--- src/rtl/pipe_reg_pkg.sv ---
// Shared constants and helpers for the pipe_reg_chain pipeline register chain.
package pipe_reg_pkg;

    localparam int MAX_DEPTH = 8;
    localparam int OCC_W     = 4;

    // Bit offset of lane 'lane' in a packed multi-lane bus of 'width'-bit lanes.
    function automatic int lane_lsb(input int lane, input int width);
        return lane * width;
    endfunction

endpackage

--- src/rtl/pipe_reg_chain_stage.sv ---
// One pipeline stage: W-bit data register plus valid bit with load/clear controls.
module pipe_stage #(
    parameter int W = 18
) (
    input  logic         clk,
    input  logic         rst_n,
    input  logic         load,
    input  logic         clear,
    input  logic [W-1:0] din,
    output logic         valid_q,
    output logic         valid_d,
    output logic [W-1:0] data_q
);

    logic [W-1:0] data_d;

    // NOTE: every always_comb output gets a default first, so no path can infer a latch.
    always_comb begin
        valid_d = valid_q;
        data_d  = data_q;
        if (load) begin
            valid_d = 1'b1;
            data_d  = din;
        end else if (clear) begin
            valid_d = 1'b0;
        end
    end

    // NOTE: sequential state uses non-blocking assignments; data is reset too, since it is visible on out_data.
    always_ff @(posedge clk) begin
        if (!rst_n) begin
            valid_q <= 1'b0;
            data_q  <= '0;
        end else begin
            valid_q <= valid_d;
            data_q  <= data_d;
        end
    end

endmodule

--- src/rtl/pipe_reg_chain.sv ---
// Multi-lane valid/ready pipeline register chain, DEPTH stages (0 = bypass).
// Optional occupancy counter: define PIPE_REG_CHAIN_OCC_EN.
module pipe_reg_chain
    import pipe_reg_pkg::*;
#(
    parameter int WIDTH = 18,
    parameter int LANES = 1,
    parameter int DEPTH = 2
) (
    input  logic                   clk,
    input  logic                   rst_n,
    input  logic                   ce,
    input  logic                   flush,
    input  logic [LANES-1:0]       lane_en,
    input  logic [WIDTH*LANES-1:0] in_data,
    input  logic                   in_valid,
    output logic                   in_ready,
    output logic [WIDTH*LANES-1:0] out_data,
    output logic                   out_valid,
    input  logic                   out_ready
`ifdef PIPE_REG_CHAIN_OCC_EN
    ,
    output logic [OCC_W-1:0]       occupancy
`endif
);

    localparam int DW = WIDTH * LANES;

    if (DEPTH == 0) begin : g_bypass

        assign out_data  = in_data;
        assign out_valid = in_valid;
        assign in_ready  = out_ready;

        logic unused_bypass;
        assign unused_bypass = ^{clk, rst_n, ce, flush, lane_en};

`ifdef PIPE_REG_CHAIN_OCC_EN
        assign occupancy = '0;
`endif

    end else begin : g_chain

        logic          go;
        logic [DEPTH:0] adv;
        logic [DEPTH-1:0] v_q;
        logic [DEPTH-1:0] v_d;
        logic [DW-1:0] stage_q [DEPTH];
        logic [DW-1:0] lane_mux;

        assign go = ce & ~flush;

        // adv[0] is the input transfer; adv[DEPTH] is the downstream pop.
        // Ready ripples from the output back so a full chain drains and refills each cycle.
        always_comb begin
            adv        = '0;
            adv[DEPTH] = go & out_ready;
            for (int k = DEPTH - 1; k >= 1; k--) begin
                adv[k] = go & v_q[k-1] & (~v_q[k] | adv[k+1]);
            end
            in_ready = rst_n & go & (~v_q[0] | adv[1]);
            adv[0]   = in_valid & in_ready;
        end

        always_comb begin
            lane_mux = stage_q[0];
            for (int l = 0; l < LANES; l++) begin
                if (lane_en[l]) begin
                    lane_mux[lane_lsb(l, WIDTH) +: WIDTH] = in_data[lane_lsb(l, WIDTH) +: WIDTH];
                end
            end
        end

        for (genvar k = 0; k < DEPTH; k++) begin : g_stage
            logic [DW-1:0] din;
            if (k == 0) begin : g_first
                assign din = lane_mux;
            end else begin : g_next
                assign din = stage_q[k-1];
            end

            pipe_stage #(.W(DW)) u_stage (
                .clk     (clk),
                .rst_n   (rst_n),
                .load    (adv[k]),
                .clear   (flush | adv[k+1]),
                .din     (din),
                .valid_q (v_q[k]),
                .valid_d (v_d[k]),
                .data_q  (stage_q[k])
            );
        end

        assign out_data  = stage_q[DEPTH-1];
        assign out_valid = v_q[DEPTH-1];

`ifdef PIPE_REG_CHAIN_OCC_EN
        logic [OCC_W-1:0] occ_q;
        logic [OCC_W-1:0] occ_d;

        always_comb begin
            occ_d = OCC_W'($countones(v_d));
        end

        always_ff @(posedge clk) begin
            if (!rst_n) begin
                occ_q <= '0;
            end else begin
                occ_q <= occ_d;
            end
        end

        assign occupancy = occ_q;
`else
        logic unused_v_d;
        assign unused_v_d = ^v_d;
`endif

    end

endmodule
--- config.mk ---
export PLATFORM = sky130hd
export DESIGN_NAME = pipe_reg_chain
export DESIGN_NICKNAME = d
export VERILOG_FILES = /design/src/rtl/pipe_reg_pkg.sv /design/src/rtl/pipe_reg_chain_stage.sv /design/src/rtl/pipe_reg_chain.sv
export SDC_FILE = /design/constraint.sdc
export NUM_CORES = 1
export LEC_CHECK = 0
export ABC_AREA = 1
export BUFFER_PORTS_ARGS = -buffer_cell sky130_fd_sc_hd__buf_2
export CAP_MARGIN = 20
export CORE_ASPECT_RATIO = 1.25
export CORE_MARGIN = 1
export CORE_UTILIZATION = 40
export CTS_BUF_LIST = sky130_fd_sc_hd__clkbuf_4 sky130_fd_sc_hd__clkbuf_8 sky130_fd_sc_hd__clkbuf_16
export CTS_CLUSTER_SIZE = 25
export DETAILED_ROUTE_END_ITERATION = 6
export GPL_TIMING_DRIVEN = 0
export PLACE_DENSITY = 0.67
export SLEW_MARGIN = 20
export SYNTH_ARGS = -nofsm -noshare
export SYNTH_HDL_FRONTEND = slang
export SYNTH_SLANG_ARGS = --single-unit
--- constraint.sdc ---
create_clock -name clk -period 1.5 [get_ports clk]
set_clock_uncertainty 0.15 [all_clocks]
set_input_delay 0.3 -clock clk [delete_from_list [all_inputs] [get_ports clk]]
set_output_delay 0.3 -clock clk [all_outputs]
set_load 0.005 [all_outputs]
Yosys cells after proc, flatten, opt, wreduce, memory -nomap -nowiden

Cells that the tools add are included.
W data, S select, Z words.

Mux-type cells: 4
Bitwise gates (word level): 14
Reductions and logical operators: 3

Operator list:

| operator           | number |
|---|---|
| $and A1 B1 Y1      | 7 |
| $mux W1            | 4 |
| $or A1 B1 Y1       | 4 |
| $reduce_bool A2 Y1 | 2 |
| $not A1 Y1         | 3 |
| $reduce_and A2 Y1  | 1 |

Bits in registers: 38
Bits of input ports: 25
Logic and storage cells: 25

Logic depth before layout (Yosys ltp)

Gate-level depths: netlist of run 1.

Depth in word-level cells: 9
Mapped depth: 10

Modules after synthesis

Synthesis of run 1 repeated with hierarchy kept, for this count alone.

Cell total of the unflattened synthesis: 242
Area total of the unflattened synthesis: 1778.0 um^2

Modules (own cells, without submodules):

| module         | instances | cells an instance | area an instance (um^2) | seq. area each (um^2) |
|---|---|---|---|---|
| pipe_stage     | 2         | 84                | 693.2                   | 380.4 |
| pipe_reg_chain | 1         | 74                | 391.6                   | 0.0 |

Least setup slack after synthesis of run 1

Ideal clock, no wire load.

Kind: input to register
Start point: input port flush
End point: register g_chain.g_stage[0].u_stage.data_q[10]
Data arrival time: 1.233 ns
Setup slack: 0.004 ns
Stages on the path: 9
Buffers on the path: 1
Cell sequence: inv_2 > nand2_1 > nor2_8 > nand2_4 > nand2_2 > nand4_4 > buf_2 > nor2_1 > nor2_1

Word-level cells in the longest chain between the ends: 9
Elaborated cells between the ends (all ways): 11
Classes of those cells: bitwise (10); reduce/logical (1)

Ends and longest elaborated chain:

| what                                   | line                       | text |
|---|---|---|
| from (decl)                            | pipe_reg_chain.sv:13       | `input logic flush,` |
| $not A1 Y1 (*)                         | pipe_reg_chain.sv:51       | `assign go = ce & ~flush;` |
| $and A1 B1 Y1 (*)                      | pipe_reg_chain.sv:51       |  |
| $and A1 B1 Y1                          | pipe_reg_chain.sv:57       | `adv[DEPTH] = go & out_ready;` |
| $or A1 B1 Y1                           | pipe_reg_chain.sv:59       | `adv[k] = go & v_q[k-1] & (~v_q[k] \| adv[k+1]);` |
| $and A1 B1 Y1                          | pipe_reg_chain.sv:59       |  |
| $or A1 B1 Y1                           | pipe_reg_chain.sv:61       | `in_ready = rst_n & go & (~v_q[0] \| adv[1]);` |
| $and A1 B1 Y1 (*)                      | pipe_reg_chain.sv:61       |  |
| $and A1 B1 Y1 (*)                      | pipe_reg_chain.sv:62       | `adv[0] = in_valid & in_ready;` |
| $reduce_and A2 Y1 (no source line) (*) | --                         |  |
| to (signal assigned)                   | pipe_reg_chain_stage.sv:36 | `data_q <= data_d;` |
| to (decl)                              | pipe_reg_chain_stage.sv:12 | `output logic [W-1:0] data_q` |

Every way passes the cells marked *; elsewhere a longest branch is shown, timed or not.
A chain may end at the register's enable or synchronous reset.

Final worst setup path of run 1

Start point: register g_chain.g_stage[0].u_stage.valid_q
End point: output port in_ready

Word-level cells in the longest chain between the ends: 4
Elaborated cells between the ends (all ways): 5
Classes of those cells: bitwise (5)

Ends and longest elaborated chain:

| what                        | line                       | text |
|---|---|---|
| from (decl)                 | pipe_reg_chain_stage.sv:10 | `output logic valid_q,` |
| from (signal assigned)      | pipe_reg_chain_stage.sv:35 | `valid_q <= valid_d;` |
| $and A1 B1 Y1 (2 in series) | pipe_reg_chain.sv:59       |  |
| $or A1 B1 Y1 (*)            | pipe_reg_chain.sv:61       |  |
| $and A1 B1 Y1 (*)           | pipe_reg_chain.sv:61       |  |
| to (decl)                   | pipe_reg_chain.sv:17       | `output logic in_ready,` |

Marked as above.

==> flow_summary.toml, run 1 <==
[run_status]
status = "finished, violations left"
violations = "design-rule violations, negative setup slack"

[sta]
relSlewSlack_pct = 70.1
layout_min_cycle_time_ns = 1.56
fin_crit_sh_pct = 104
rsz0062_at_grt = "yes"
setup-violations-final = 1
worst_slack_ns = -0.0555
tightest_slew_ns = 0.449
hold_violations = 0
fmax_mhz = 643
drv_slew = 0
hold_ws_ns = 0.0811

[die]
fp.dieH_um = 71.0
die-area_um2 = 4070
io_pins = 45
die-width_um = 57.2
num_rows = 24
core_area_um2 = 3570
start_util_pct = 42.7

[clock_tree]
hold_buffers = 0
cts_inserted_buffers = 5
cts_buffer_depth = 2
htree_levels = 2
clk_pin_slew_ns = 0.07
root_buffer = "clkbuf_8"
cts_tree = "yes"
clk_latency_ns = 0.28
clock_sinks = 38

[drt]
vias = 1389
wl_per_cell_um = 10.5
wl_um = 3180
firstDrtPassIters = 7
drt_iter0_drc = 54
drc = 9
avgViaCountPerCell = 4.57
ant_nets = 0

[cells_and_area]
syn_to_final_growth_pct = 27.7
seq_area_um2 = 764
antenna_cells = 0
multiInputGateArea_um2 = 641
fill_cells = 350
drive_above_1_share_pct = 27.5
fin_nets = 289

[worst_setup_path]
cp_slowest_cell = "dfxtp_4"
r2r_cells = 5
critPathRequiredTime_ns = 1.05
cp_max_fo = 4
ff2ff_setup_slack_ns = 0.13
end_kind = "output port"
cp_slowest_stage_delay_ns = 0.36
r2r_end = "g_chain.g_stage[1].u_stage.data_q[8]$_SDFFE_PN0P_"
reg2reg_from = "g_chain.g_stage[1].u_stage.valid_q$_SDFFE_PN0P_"
cp.arrival_ns = 1.11
critical_path.cell_chain = "inv_4 > nor2_8 > nand2_4 > a21boi_2 > buf_2"
critPathKind = "reg -> out"
startpoint_type = "register"

[global_routing]
grt_use_met3_pct = 4.57
grtUsageMet1_pct = 20.8
grt_pass1_vias = 1274
antenna_found_initial = 0
gr-max-usage-layer = "met2"
grt_pass1_wl_um = 5450
grt_max_degree = 19
overflow = 0
use_met2_pct = 29.4
grt_usage_pct = 17.2

[yosys]
syn-num-nets = 235
synth_cell_types = 16
syn_area_um2 = 1530
ys_ff_latch = 38
synth_warnings = 0
avgSynthCellArea_um2 = 7.26
syn-instance-count = 210
ys_seq_area_share_pct = 49.9

[job]
drv_cap = 0

[power]
vdd.ir_drop.worst_uv = 645
fin_total_pwr_mw = 1.85
power_density_nw_per_um2 = 952
p_leak_nw = 0.965

[min_path]
hold_class = "in -> reg"
hp-start = "in_data[8]"
min_to = "g_chain.g_stage[0].u_stage.data_q[8]$_SDFFE_PN0P_"
min_path_cells = 3

[placed_design]
place.gp.congestion = 0.787
dp_slack_ns = -0.307
place.detailed.hpwl_um = 2160
portBuffers = 43
[layout make-up]
class / instances / share of cell area, %
well taps: 39 / 2.50
plain buffers: 9 / 2.95
clock inverters: 2 / 0.642
repair buffers: 49 / 13.4
clock buffers: 6 / 4.24
multi-input cells: 140 / 32.9
flip-flops and latches: 38 / 39.2
inverters: 21 / 4.17
[repair_timing]
item	in CTS	in global routing
endpoints found under the setup margin	29	28
resized for setup	7	3
setup buffers	4	2
pin swaps	3	2
[synth_stat cells (all sizes together)]
cell type | instances | area, um^2
nand3 | 21 | 105
nand4 | 1 | 21.3
nand2 | 59 | 234
a21boi | 1 | 7.51
nor2 | 38 | 159
buf | 5 | 36.3
a21oi | 20 | 100
dfxtp | 38 | 761
inv | 21 | 78.8
clkbuf | 6 | 22.5
[through the flow]
step                utilization [%]  std cells  area [um^2]  TNS (ns)
detailed placement             50.1        292         1790     -7.61
CTS                            54.0        303         1930   -0.0375
finish                         54.5        304         1950   -0.0555
global route                   54.5        304         1950    -0.382
floorplan                         -        210         1530         0
global placement               50.1        292         1790     -7.64
[sequential cells by signal, summed over array words and instances (netlist names)]
register                         count
g_chain.g_stage.u_stage.valid_q      2
g_chain.g_stage.u_stage.data_q      36
[cells in the final DEF (no fill, tap or decap), types with 2 or more instances in the layout]
cell type / Yosys / routed
nor2_1: 37 / 36
inv_2: 3 / 2
nand2_4: 1 / 2
buf_4: 0 / 6
a21oi_1: 20 / 20
buf_6: 2 / 3
nand2_2: 2 / 2
nand2_1: 56 / 55
inv_1: 18 / 18
buf_2: 2 / 44
clkbuf_1: 6 / 5
dfxtp_1: 38 / 37
clkbuf_8: 0 / 6
nand3_1: 21 / 21
[power by group]
| group | internal, mW | switching [mW] |
|---|---|---|
| clock | 0.369 | 0.354 |
| combinational | 0.0462 | 0.0592 |
| sequential | 1.02 | 0.00717 |
[per-layer routing]
layer / up-vias / part of all wire [%]
met5: - / 0
met4: 0 / 1.7
met3: 5 / 4.5
met2: 35 / 46
met1: 595 / 47
li1: 754 / -
[worst max path at each step]
| stage | startpoint | slack, ns | to |
|---|---|---|---|
| final | g_chain.g_stage[0].u_stage.valid_q$_SDFFE_PN0P_ | -0.06 | in_ready |
| after global routing | g_chain.g_stage[0].u_stage.valid_q$_SDFFE_PN0P_ | -0.12 | in_ready |
| after CTS | g_chain.g_stage[0].u_stage.valid_q$_SDFFE_PN0P_ | -0.04 | in_ready |
| after detailed placement | flush | -0.31 | g_chain.g_stage[0].u_stage.data_q[15]$_SDFFE_PN0P_ |
| after global placement | flush | -0.32 | g_chain.g_stage[0].u_stage.data_q[15]$_SDFFE_PN0P_ |
| after floorplan | flush | 0.004 | g_chain.g_stage[0].u_stage.data_q[10]$_SDFFE_PN0P_ |
[logic make-up (layout without fill, tap and decap cells)]
kind of cell / Yosys count / in the layout / synth area share [%]
compound gates: 21 / 21 / 7.06
flops: 38 / 38 / 49.9
simple gates: 119 / 119 / 34.0
buf+inv: 32 / 87 / 9.02
[critical path: cells and delay by family (launching register included)]
family,cells,cell delay [ns]
AND/OR/NAND/NOR,2,0.15
flip-flops,1,0.36
AO/OA/AOI/OAI,1,0.14
buffers and inverters,2,0.16
Note: power is estimated with default switching activity, not from simulation.
==> run 2: changes to the inputs <==
--- a/config.mk
+++ b/config.mk
@@ -5,7 +5,7 @@
 export SDC_FILE = /design/constraint.sdc
 export NUM_CORES = 1
 export LEC_CHECK = 0
-export ABC_AREA = 1
+export ABC_AREA = 0
 export BUFFER_PORTS_ARGS = -buffer_cell sky130_fd_sc_hd__buf_2
 export CAP_MARGIN = 20
 export CORE_ASPECT_RATIO = 1.25
@@ -14,9 +14,7 @@
 export CTS_BUF_LIST = sky130_fd_sc_hd__clkbuf_4 sky130_fd_sc_hd__clkbuf_8 sky130_fd_sc_hd__clkbuf_16
 export CTS_CLUSTER_SIZE = 25
 export DETAILED_ROUTE_END_ITERATION = 6
-export GPL_TIMING_DRIVEN = 0
-export PLACE_DENSITY = 0.67
-export SLEW_MARGIN = 20
+export PLACE_DENSITY = 0.66
 export SYNTH_ARGS = -nofsm -noshare
 export SYNTH_HDL_FRONTEND = slang
 export SYNTH_SLANG_ARGS = --single-unit
==> flow_summary.toml, run 2 <==
[clock_tree]
root_buffer = "clkbuf_8"
clk_pin_slew_ns = 0.07
htree_levels = 2
cts_buffer_depth = 2
clock_sinks = 38
clk_latency_ns = 0.29
hold_buffers = 0
cts_inserted_buffers = 5
cts_tree = "yes"

[cells_and_area]
final_common_cell = "buf_2"
syn_to_final_growth_pct = 24.2
drive_above_1_share_pct = 34.7
largest_reg_flops = 36
seq_area_um2 = 763
antenna_cells = 0
fin_nets = 250
biggestRegsByFlops = "g_chain.g_stage.u_stage.data_q x36, g_chain.g_stage.u_stage.valid_q x2"
multiInputGateArea_um2 = 732
final_area_um2 = 2000
fill_cells = 405
fin_cells = 279
layout_common_cells = "buf_2 (43), dfxtp_1 (36), o21ai_0 (27)"
largest_register = "g_chain.g_stage.u_stage.data_q"

[placed_design]
place_area_um2 = 1870
dp.cells = 271
portBuffers = 44
place.detailed.hpwl_um = 2460
place.gp.congestion = 0.827

[drt]
firstDrtPassIters = 4
drt_iter0_drc = 42
wl_per_cell_um = 13.3
ant_nets = 0
drc = 0
avgViaCountPerCell = 5.14
wl_um = 3720
vias = 1434

[worst_setup_path]
critPathRequiredTime_ns = 1.05
startpoint_type = "register"
cp_top_family = "flip-flops"
cp_num_buf_inv = 1
critPathKind = "reg -> out"
critical_path.cell_chain = "nand3b_1 > and2_4 > buf_6"
cp.arrival_ns = 1.01
cp_max_fo = 5
cp_slowest_stage_delay_ns = 0.36
cp_slowest_cell = "dfxtp_2"
end_kind = "output port"

[yosys]
synthSimpleGateAreaFrac_pct = 22.2
synth_warnings = 0
synth.area.top_cells = "dfxtp_1 (47%), o21ai_0 (8.4%), nand4_1 (7.0%)"
synth_common_cells = "dfxtp_1 (38), o21ai_0 (27), nand2_1 (20)"
synthAdderAreaFrac_pct = 0
syn-instance-count = 181
ys_ff_latch = 38
synth_top_family_by_area = "compound AO/OA/AOI/OAI gates"
synth_top_cell_by_area = "dfxtp_1"
yosysTopAreaCellShare_pct = 47.1
yosysMostFrequentCell = "dfxtp_1"
synth-async-reset-ratio_pct = 0
synth_flop_cell = "dfxtp_1"
synth_cell_types = 24
synth_enable_flop_cells = 0
synth-xor-area-share_pct = 0
syn_area_um2 = 1610
avgSynthCellArea_um2 = 8.92
syn-num-nets = 206
synth_compound_area_share_pct = 22.9
ys_seq_area_share_pct = 47.1
synth_mux_area_share_pct = 0

[sta]
relSlewSlack_pct = 77.0
fmax_mhz = 687
fin_crit_sh_pct = 97.1
hold_ws_ns = 0.0847
layout_min_cycle_time_ns = 1.46
drv_slew = 0
setup-violations-final = 0
fin_setup_tns_ns = 0
hold_violations = 0
rsz0062_at_grt = "no"
tightest_slew_ns = 0.344

[global_routing]
grt_max_degree = 38
grt_usage_pct = 19.1
grt_pass1_vias = 1334
grt_pass1_wl_um = 6100
antenna_found_initial = 0
overflow = 0

[die]
io_pins = 45
core_area_um2 = 3820
fp.dieH_um = 73.0
die-width_um = 58.8
num_rows = 25
start_util_pct = 42.3
die-area_um2 = 4290

[min_path]
hold_class = "in -> reg"

[run_status]
status = "complete, no violations"

[power]
vdd.ir_drop.worst_uv = 596
power_density_nw_per_um2 = 1010
fin_total_pwr_mw = 2.02
p_leak_nw = 0.798

[job]
drv_cap = 0
-- run 2: changes by cell type after synthesis, moves of 9 or more --
cell,previous run,this run
o21ai_0,0,27
o21ai_2,0,10
nand4_1,0,18
a21oi_1,20,1
nor2_1,37,1
inv_1,18,0
a21boi_1,1,10
nand2_1,56,20
-- run 2: power breakdown --
group | switching [mW] | leakage, nW | internal (mW)
logic | 0.0586 | 0.433 | 0.0532
registers | 0.00719 | 0.308 | 1.02
clock network | 0.352 | 0.0573 | 0.532
total | 0.417 | 0.798 | 1.61
-- run 2: area by class of cell --
| type | count | share of cell area, % |
|---|---|---|
| multi-input cells | 124 | 36.5 |
| clock buffers | 6 | 4.12 |
| repair buffers | 56 | 16.4 |
| well taps | 54 | 3.37 |
| clock inverters | 1 | 1.50 |
| flip-flops and latches | 38 | 38.1 |
-- run 2: worst min-delay path, stage by stage --
cell,delay (ns)
buf_2,0.07
nand4_1,0.05
o21ai_0,0.07
-- run 2: what timing repair did --
item                                    4_1_cts  5_1_grt
endpoints found under the setup margin        1        1
pin swaps                                     0        1
gates resized for setup                       2        2
buffers inserted                              1        0
-- run 2: final timing paths --
kind	start	end	slack (ns)	cells after the start
min reg2reg	g_chain.g_stage[0].u_stage.data_q[5]$_SDFFE_PN0P_	g_chain.g_stage[0].u_stage.data_q[5]$_SDFFE_PN0P_	0.31	2
max	g_chain.g_stage[1].u_stage.valid_q$_SDFFE_PN0P_	in_ready	0.04	3
max reg2reg	g_chain.g_stage[1].u_stage.valid_q$_SDFFE_PN0P_	g_chain.g_stage[0].u_stage.data_q[2]$_SDFFE_PN0P_	0.17	4
min	in_data[0]	g_chain.g_stage[0].u_stage.data_q[0]$_SDFFE_PN0P_	0.08	3
-- run 2: cell families (layout without fill, tap and decap cells) --
logic type / count (synthesis) / after routing
flops: 38 / 38
simple gates: 67 / 67
compound gates: 57 / 57
buf+inv: 19 / 63
-- run 2: per-stage QoR --
stage | worst slack, ns | util, %
final | 0.0441 | 52.5
after global routing | 0.00368 | 52.5
after CTS | 0.0234 | 52.3
after detailed placement | 0.0516 | 49.1
after global placement | 0.0842 | 49.1
after floorplan | 0.0789 | -
-- run 2: per-layer routing --
metal | track usage [%] | vias to the layer above | routed length (um)
li1 | - | 737 | -
met1 | 22.3 | 654 | 1690
met2 | 32.2 | 36 | 1800
met3 | 4.96 | 7 | 152
met4 | 8.99 | 0 | 86
met5 | 0 | - | 0
==> run 3: changes to the inputs <==
--- a/config.mk
+++ b/config.mk
@@ -14,7 +14,8 @@
 export CTS_BUF_LIST = sky130_fd_sc_hd__clkbuf_4 sky130_fd_sc_hd__clkbuf_8 sky130_fd_sc_hd__clkbuf_16
 export CTS_CLUSTER_SIZE = 25
 export DETAILED_ROUTE_END_ITERATION = 6
-export PLACE_DENSITY = 0.66
+export PLACE_DENSITY = 0.65
 export SYNTH_ARGS = -nofsm -noshare
 export SYNTH_HDL_FRONTEND = slang
+export SYNTH_HIERARCHICAL = 1
 export SYNTH_SLANG_ARGS = --single-unit
==> flow_summary.toml, run 3 <==
[yosys]
syn-num-nets = 174
syn-instance-count = 149
avgSynthCellArea_um2 = 11.8
syn_area_um2 = 1760
synth_warnings = 6

[cells_and_area]
antenna_cells = 0
largest_reg_flops = 36
final_common_cell = "buf_2"
layout_common_cells = "buf_2 (44), nor2b_1 (38), dfxtp_1 (36)"
fin_nets = 235
syn_to_final_growth_pct = 33.9
drive_above_1_share_pct = 45.0
biggestRegsByFlops = "g_chain.g_stage.u_stage/data_q x36, g_chain.g_stage.u_stage/valid_q x2"
largest_register = "g_chain.g_stage.u_stage/data_q"

[sta]
tightest_slew_ns = 0.298
fmax_mhz = 640
rsz0062_at_grt = "yes"
layout_min_cycle_time_ns = 1.56
relSlewSlack_pct = 80.1
hold_ws_ns = 0.252
worst_slack_ns = -0.0619
hold_violations = 0
drv_slew = 0
setup-violations-final = 20
fin_crit_sh_pct = 104

[clock_tree]
clk_latency_ns = 0.29
clock_sinks = 38
cts_inserted_buffers = 5
cts_tree = "yes"
cts_buffer_depth = 2
htree_levels = 2
root_buffer = "clkbuf_8"
hold_buffers = 0
clk_pin_slew_ns = 0.07

[die]
core_area_um2 = 4160
die-width_um = 61.3
fp.dieH_um = 76.1
die-area_um2 = 4670
num_rows = 26
start_util_pct = 42.2
io_pins = 45

[job]
drv_cap = 0

[placed_design]
place.detailed.hpwl_um = 2360
dp_slack_ns = -0.186
portBuffers = 44
place.gp.congestion = 0.696

[drt]
wl_um = 3670
ant_nets = 0
wl_per_cell_um = 13.8
vias = 1254
avgViaCountPerCell = 4.70
drc = 0
drt_iter0_drc = 41
firstDrtPassIters = 3

[worst_setup_path]
end_kind = "register"
cp_top_family = "simple AND/OR/NAND/NOR gates"
cp.arrival_ns = 1.59
critPathKind = "reg -> reg"
cp_slowest_cell = "dfxtp_2"
cp_slowest_stage_delay_ns = 0.32
critPathRequiredTime_ns = 1.53
cp_max_fo = 9
critical_path.cell_chain = "nor2b_4 > nor4bb_4 > buf_4 > clkbuf_16 > mux2i_1 > nor2b_1"
startpoint_type = "register"
cp_num_buf_inv = 2

[global_routing]
grt_pass1_wl_um = 5660
antenna_found_initial = 0
grt_usage_pct = 16.2
grt_pass1_vias = 1264
grt_max_degree = 39
overflow = 0

[power]
p_seq_share_pct = 52.4
power_density_nw_per_um2 = 828
p_int_mw = 1.53
switching_power_mw = 0.422
comb_power_share_pct = 10.0
p_leak_nw = 0.938
switching_share_pct = 21.6
vdd.ir_drop.worst_uv = 667
clkPwrFrac_pct = 37.6

[min_path]
hold_class = "in -> reg"

[run_status]
status = "finished, violations left"
violations = "negative setup slack"
run 3: power groups by stage:
stage	clock network (mW)	logic (mW)	registers, mW
3_5_place_dp	0	0.181	1.04
6_report	0.733	0.196	1.02
3_3_place_gp	0	0.177	1.04
5_1_grt	0.809	0.210	1.02
4_1_cts	0.755	0.182	1.02
2_1_floorplan	0	0.112	1.04
run 3: final cells by class:
| type | count | area, um^2 |
|---|---|---|
| inverters | 1 | 3.75 |
| clock buffers | 7 | 90.1 |
| fillers | 413 | 1810 |
| multi-input cells | 102 | 951 |
| flip-flops and latches | 38 | 763 |
| well taps | 56 | 70.1 |
| clock inverters | 1 | 5.00 |
| repair buffers | 62 | 473 |
run 3: what timing repair did:
action,4_1_cts,5_1_grt
buffers inserted,0,4
pin swaps,0,3
resized for setup,0,7
endpoints found under the setup margin,19,37
cloned,0,4
hold endpoints to repair,0,0
run 3: final timing paths:
kind	cells past startpoint	slack (ns)	from	end
worst max register to register	6	-0.06	g_chain.g_stage[1].u_stage/valid_q$_SDFF_PN0_	g_chain.g_stage[1].u_stage/data_q[16]$_SDFFE_PN0P_
worst max-delay path	6	-0.06	g_chain.g_stage[1].u_stage/valid_q$_SDFF_PN0_	g_chain.g_stage[1].u_stage/data_q[16]$_SDFFE_PN0P_
worst min register to register	2	0.37	g_chain.g_stage[1].u_stage/data_q[3]$_SDFFE_PN0P_	g_chain.g_stage[1].u_stage/data_q[3]$_SDFFE_PN0P_
worst min-delay path	4	0.25	in_data[16]	g_chain.g_stage[0].u_stage/data_q[16]$_SDFFE_PN0P_
run 3: tightest hold or removal path: stages:
cell	delay (ns)
buf_2	0.08
mux2_4	0.13
mux2i_1	0.06
nor2b_1	0.09
run 3: per-layer routing:
| metal | up-vias | track usage (%) | wire length (um) |
|---|---|---|---|
| met3 | 6 | 4.92 | 182 |
| li1 | 628 | - | - |
| met5 | - | 0 | 0 |
| met4 | 0 | 5.45 | 51 |
| met1 | 586 | 18.9 | 1560 |
| met2 | 34 | 27.1 | 1880 |
run 3: through the flow:
| step | std cells | utilization (%) | area [um^2] | TNS (ns) | total power [mW] |
|---|---|---|---|---|---|
| finish | 267 | 56.6 | 2360 | -0.805 | 1.95 |
| global route | 267 | 56.6 | 2360 | -3.35 | 2.04 |
| CTS | 259 | 53.3 | 2220 | -0.818 | 1.96 |
| detailed placement | 251 | 51.0 | 2120 | -5.14 | 1.23 |
| global placement | 251 | 51.0 | 2120 | -3.84 | 1.22 |
| floorplan | 149 | - | 1790 | 0 | 1.16 |
